File: src/rtl/shift_receiver.sv
// Serial-to-parallel receiver: reassembles LSB-first frames into WIDTH-bit words
// and hands them to a double-buffered valid/ready output with a sticky overrun flag.
module shift_receiver #(
  parameter int WIDTH    = 8,
  parameter int SIGN_EXT = 0,
  parameter int SHORT_OK = 0
) (
  input  logic                           clk,
  input  logic                           reset_n,
  input  logic                           start,
  input  logic                           shift,
  input  logic                           serial_in,
  input  logic                           end_frame,
  input  logic                           out_ready,
  input  logic                           clr_ovr,
  output logic [WIDTH-1:0]               data_out,
  output logic                           out_valid,
  output logic                           busy,
  output logic [$clog2(WIDTH+1)-1:0]     bit_cnt,
  output logic                           overrun
);

  // state | meaning
  // IDLE  | waiting for start; shift and end_frame ignored
  // RECV  | frame in progress, bit_cnt bits collected in shreg (MSB-aligned)

  localparam int CW = $clog2(WIDTH+1);
  localparam logic [CW-1:0] LAST = CW'(WIDTH-1);

  typedef enum logic {IDLE = 1'b0, RECV = 1'b1} state_t;

  state_t             state, state_nx;
  logic [WIDTH-1:0]   shreg, shreg_nx;
  logic [CW-1:0]      cnt_nx;
  logic [WIDTH-1:0]   shifted;
  logic [WIDTH-1:0]   src_eff;
  logic [CW-1:0]      k_eff;
  logic [CW-1:0]      shamt;
  logic [WIDTH-1:0]   short_word;
  logic [WIDTH-1:0]   word;
  logic               deliver;

  assign shifted = {serial_in, shreg[WIDTH-1:1]};

  // A same-cycle shift is folded in before end_frame decides the short word.
  assign src_eff = shift ? shifted : shreg;
  assign k_eff   = shift ? bit_cnt + CW'(1) : bit_cnt;
  assign shamt   = CW'(WIDTH) - k_eff;

  always_comb begin
    short_word = src_eff >> shamt;
    if (SIGN_EXT != 0) begin
      // The last received bit sits at the MSB, so an arithmetic shift replicates it.
      short_word = $unsigned($signed(src_eff) >>> shamt);
    end
  end

  always_comb begin
    state_nx = state;
    shreg_nx = shreg;
    cnt_nx   = bit_cnt;
    deliver  = 1'b0;
    word     = shreg;
    case (state)
      IDLE: begin
        if (start) begin
          state_nx = RECV;
          shreg_nx = '0;
          cnt_nx   = '0;
        end
      end
      RECV: begin
        if (start) begin
          shreg_nx = '0;
          cnt_nx   = '0;
        end else begin
          if (shift) begin
            shreg_nx = shifted;
            cnt_nx   = bit_cnt + CW'(1);
          end
          if (shift && bit_cnt == LAST) begin
            deliver  = 1'b1;
            word     = shifted;
            state_nx = IDLE;
            cnt_nx   = '0;
          end else if (end_frame) begin
            state_nx = IDLE;
            cnt_nx   = '0;
            if (SHORT_OK != 0 && k_eff != '0) begin
              deliver = 1'b1;
              word    = short_word;
            end
          end
        end
      end
      default: begin
        state_nx = IDLE;
        shreg_nx = '0;
        cnt_nx   = '0;
      end
    endcase
  end

  always_ff @(posedge clk or negedge reset_n) begin
    if (!reset_n) begin
      state   <= IDLE;
      shreg   <= '0;
      bit_cnt <= '0;
    end else begin
      state   <= state_nx;
      shreg   <= shreg_nx;
      bit_cnt <= cnt_nx;
    end
  end

  assign busy = (state == RECV);

  always_ff @(posedge clk or negedge reset_n) begin
    if (!reset_n) begin
      data_out  <= '0;
      out_valid <= 1'b0;
      overrun   <= 1'b0;
    end else begin
      if (deliver) begin
        if (!out_valid || out_ready) begin
          data_out  <= word;
          out_valid <= 1'b1;
        end
      end else if (out_valid && out_ready) begin
        out_valid <= 1'b0;
      end
      // Set beats clear when both happen in one cycle.
      if (deliver && out_valid && !out_ready) begin
        overrun <= 1'b1;
      end else if (clr_ovr) begin
        overrun <= 1'b0;
      end
    end
  end

endmodule

File: config.mk
export PLATFORM = sky130hd
export DESIGN_NAME = shift_receiver
export DESIGN_NICKNAME = d
export VERILOG_FILES = /design/src/rtl/shift_receiver.sv
export SDC_FILE = /design/constraint.sdc
export NUM_CORES = 1
export LEC_CHECK = 0
export CAP_MARGIN = 20
export CORE_MARGIN = 1
export CORE_UTILIZATION = 30
export CTS_CLUSTER_SIZE = 40
export DETAILED_ROUTE_END_ITERATION = 8
export HOLD_SLACK_MARGIN = 0.08
export SLEW_MARGIN = 5
export SYNTH_ARGS = -nofsm -noshare
export SYNTH_HDL_FRONTEND = slang
export SYNTH_SLANG_ARGS = --single-unit
File: constraint.sdc
create_clock -name clk -period 1.5 [get_ports clk]
set_input_delay 0.15 -clock clk [delete_from_list [all_inputs] [get_ports clk]]
set_output_delay 0.15 -clock clk [all_outputs]
set_load 0.05 [all_outputs]
==> impl_metrics.yaml <==
clock_network:
  cts_tree: "yes"
  clkLatencyLatePin_ns: 0.30
  cts.sinks: 22
  htreeDepth: 1
  clk_pin_slew_ns: 0.12
  numCtsBuffers: 3
  root_buffer: "clkbuf_4"
  clock_path_buffers: 2
placement:
  place_inst: 152
  place_hpwl_mm: 1.367
  port-buffer-count: 22
  gp_congestion: 0.7598
die:
  ios: 23
  coreArea_um2: 3028
  rows: 20
  fp.dieW_um: 58.23
  initial_core_util_pct: 31.32
  die_h_um: 58.23
  die_area_um2: 3390
critical_path:
  path_class: "reg -> reg"
  cpMaxStageDelayCell: "dfrtp_2"
  critPathArrivalTime_ns: 1.64
  crit_path_end_kind: "flop"
  cpPeakStageDelay_ns: 0.46
  start_kind: "flop"
  path_max_fanout: 8
  cp_cell_sequence: "ha_4 > and4bb_2 > nand3_4 > mux2_1"
  required_ns: 1.69
global_routing:
  track_usage_pct: 11.84
  overflow: 0
  grt_pass1_wl_mm: 3.008
  antenna_found_initial: 0
  grt_max_degree: 23
  grt_pass1_vias: 709
pwr:
  p_sw_share_pct: 22.49
  vdd.ir_drop.worst_uv: 320.8
  power_switching_uw: 229.9
  p_total_uw: 1022
  seq_power_share_pct: 59.3
  clkPwrFrac_pct: 31.0
  leakagePower_uw: 0.0006240
  combPwrFrac_pct: 9.7
  internal_power_uw: 792.3
  powerDensity_nw_per_um2: 791.6
logic_synthesis:
  synth_area_um2: 948.4
  ys_seq_area_share_pct: 58.05
  yosys_warnings: 0
  synth_cell_types: 26
  syn_avg_cell_area_um2: 11.57
  yosys_register_bits: 22
  synth_nets: 91
  synth_cells: 82
drt:
  drt_iter0_drc: 7
  wirelength_mm: 1.782
  wl_per_cell_um: 11.28
  drtPass1Iterations: 4
  via_count: 719
  vias_per_cell: 4.551
  antenna_left: 0
  drc: 0
final_layout:
  area_growth_pct: 36.15
  final_cell_mix: "23 x buf_4, 19 x dfrtp_1, 18 x nand2_1, 9 x a21oi_1"
  antenna_cells: 0
  layout_commonest_cell: "buf_4"
  drive_above_1_share_pct: 31.58
  fin_nets: 124
  final_cells: 158
timing:
  finalCritPeriodShare_pct: 96.79
  hold_viol: 0
  rsz0062_at_grt: "true"
  max_freq_mhz: 688.8
  finClkSkew_ns: 0.006507
  worstMarginPinSlew_ns: 0.2734
  slew_violations: 0
  fin_crit_ns: 1.452
  setup_viol: 0
  maxSlewHeadroom_pct: 81.78
worst_hold_path:
  hp-class: "in -> async"
flow_run:
  maxCapViolCount: 0
outcome:
  outcome: "completed"
==> per-layer routing <==
metal,global-route usage (%),vias to the layer above,part of all wire [%]
met4,6.122,0,1.7
li1,-,352,-
met1,14.18,346,44
met5,0,-,0
met2,20.36,17,50
met3,2.009,4,4.6
==> cell usage after synthesis <==
library cell,number,area [µm²]
and3_1,1,6.260
buf_4,1,7.510
inv_1,2,7.510
dfrtp_1,22,550.5
nor3_2,1,10.01
o21ai_1,1,5.000
a21oi_1,9,45.04
mux2_2,1,11.26
nand2_1,18,67.56
ha_1,1,12.51
nor2b_1,1,6.260
and2_1,1,6.260
and4bb_2,1,12.51
and4b_1,1,10.01
nor2_1,1,3.750
or3_1,1,6.260
a22o_1,2,17.52
nand3_4,1,17.52
mux2_1,8,90.09
o22ai_1,1,6.260
o32ai_1,1,8.760
clkbuf_1,1,3.750
nand2b_1,2,12.51
o21a_1,1,7.510
o21bai_1,1,7.510
or3b_1,1,8.760
==> stage by stage <==
step	setup slack (ns)	utilization (%)	instance area (µm²)	setup TNS (ns)	hold slack, ns
finish	0.04818	42.64	1291	0	0.1843
global route	-0.006877	42.64	1291	-0.01354	0.1972
CTS	0.02230	42.02	1272	0	0.1841
detailed placement	-0.09723	40.83	1236	-0.7866	0.4852
global placement	-0.07733	40.83	1236	-0.6049	0.4747
floorplan	-0.04020	-	964.7	-0.3216	-0.1456
==> path summary, 6_finish.rpt <==
| path | startpoint | cells after the start | slack (ns) | endpoint |
|---|---|---|---|---|
| setup / recovery | bit_cnt[0]$_DFFE_PN0P_ | 4 | 0.05 | data_out[2]$_DFFE_PN0P_ |
| hold / removal | reset_n | 2 | 0.18 | data_out[4]$_DFFE_PN0P_ |
| setup reg to reg | bit_cnt[0]$_DFFE_PN0P_ | 4 | 0.05 | data_out[2]$_DFFE_PN0P_ |
| hold reg to reg | data_out[3]$_DFFE_PN0P_ | 1 | 0.50 | data_out[3]$_DFFE_PN0P_ |
| max in group asynchronous | reset_n | 2 | 1.08 | bit_cnt[1]$_DFFE_PN0P_ |
| min in group clk | clr_ovr | 2 | 0.42 | overrun$_DFFE_PN0P_ |
==> area by class of cell <==
cell class	instances	area [µm²]
well taps	44	55.05
fillers	290	1737
repair buffers	30	242.7
clock buffers	4	36.28
flip-flops and latches	22	554.3
inverters	2	7.507
multi-input cells	56	395.4
==> state kept, by name (all words and copies together), names as in the netlist <==
name and count:
data_out 8, shreg 7, bit_cnt 4, busy 1, out_valid 1, overrun 1
==> worst max-delay path, delay by kind of cell, from the launching register on <==
kind,cells,cell delay [ns]
adder cells (fa/ha/maj),1,0.18
flip-flops,1,0.46
multiplexers,1,0.33
AND/OR/NAND/NOR,2,0.38
==> kinds of logic after synthesis <==
group	synth area share, %
adder cells (fa/ha/maj)	1.319
buffers and inverters	1.979
AND/OR/NAND/NOR	17.68
multiplexers	10.69
AO/OA/AOI/OAI	10.29
flip-flops	58.05
==> repair_timing <==
action / CTS / global route
setup buffers: 0 / 2
hold buffers: 0 / 0
resized for setup: 0 / 1
setup endpoints to repair: 0 / 8
==> power groups by stage <==
stage | Combinational, µW | Clock (µW) | Sequential (µW)
after floorplan | 31.7 | 0 | 627
after global placement | 97.6 | 0 | 617
after detailed placement | 99.1 | 0 | 617
after CTS | 99.2 | 330 | 606
after global routing | 108 | 354 | 607
final | 99.4 | 317 | 606
Note: power is estimated with default switching activity, not from simulation.
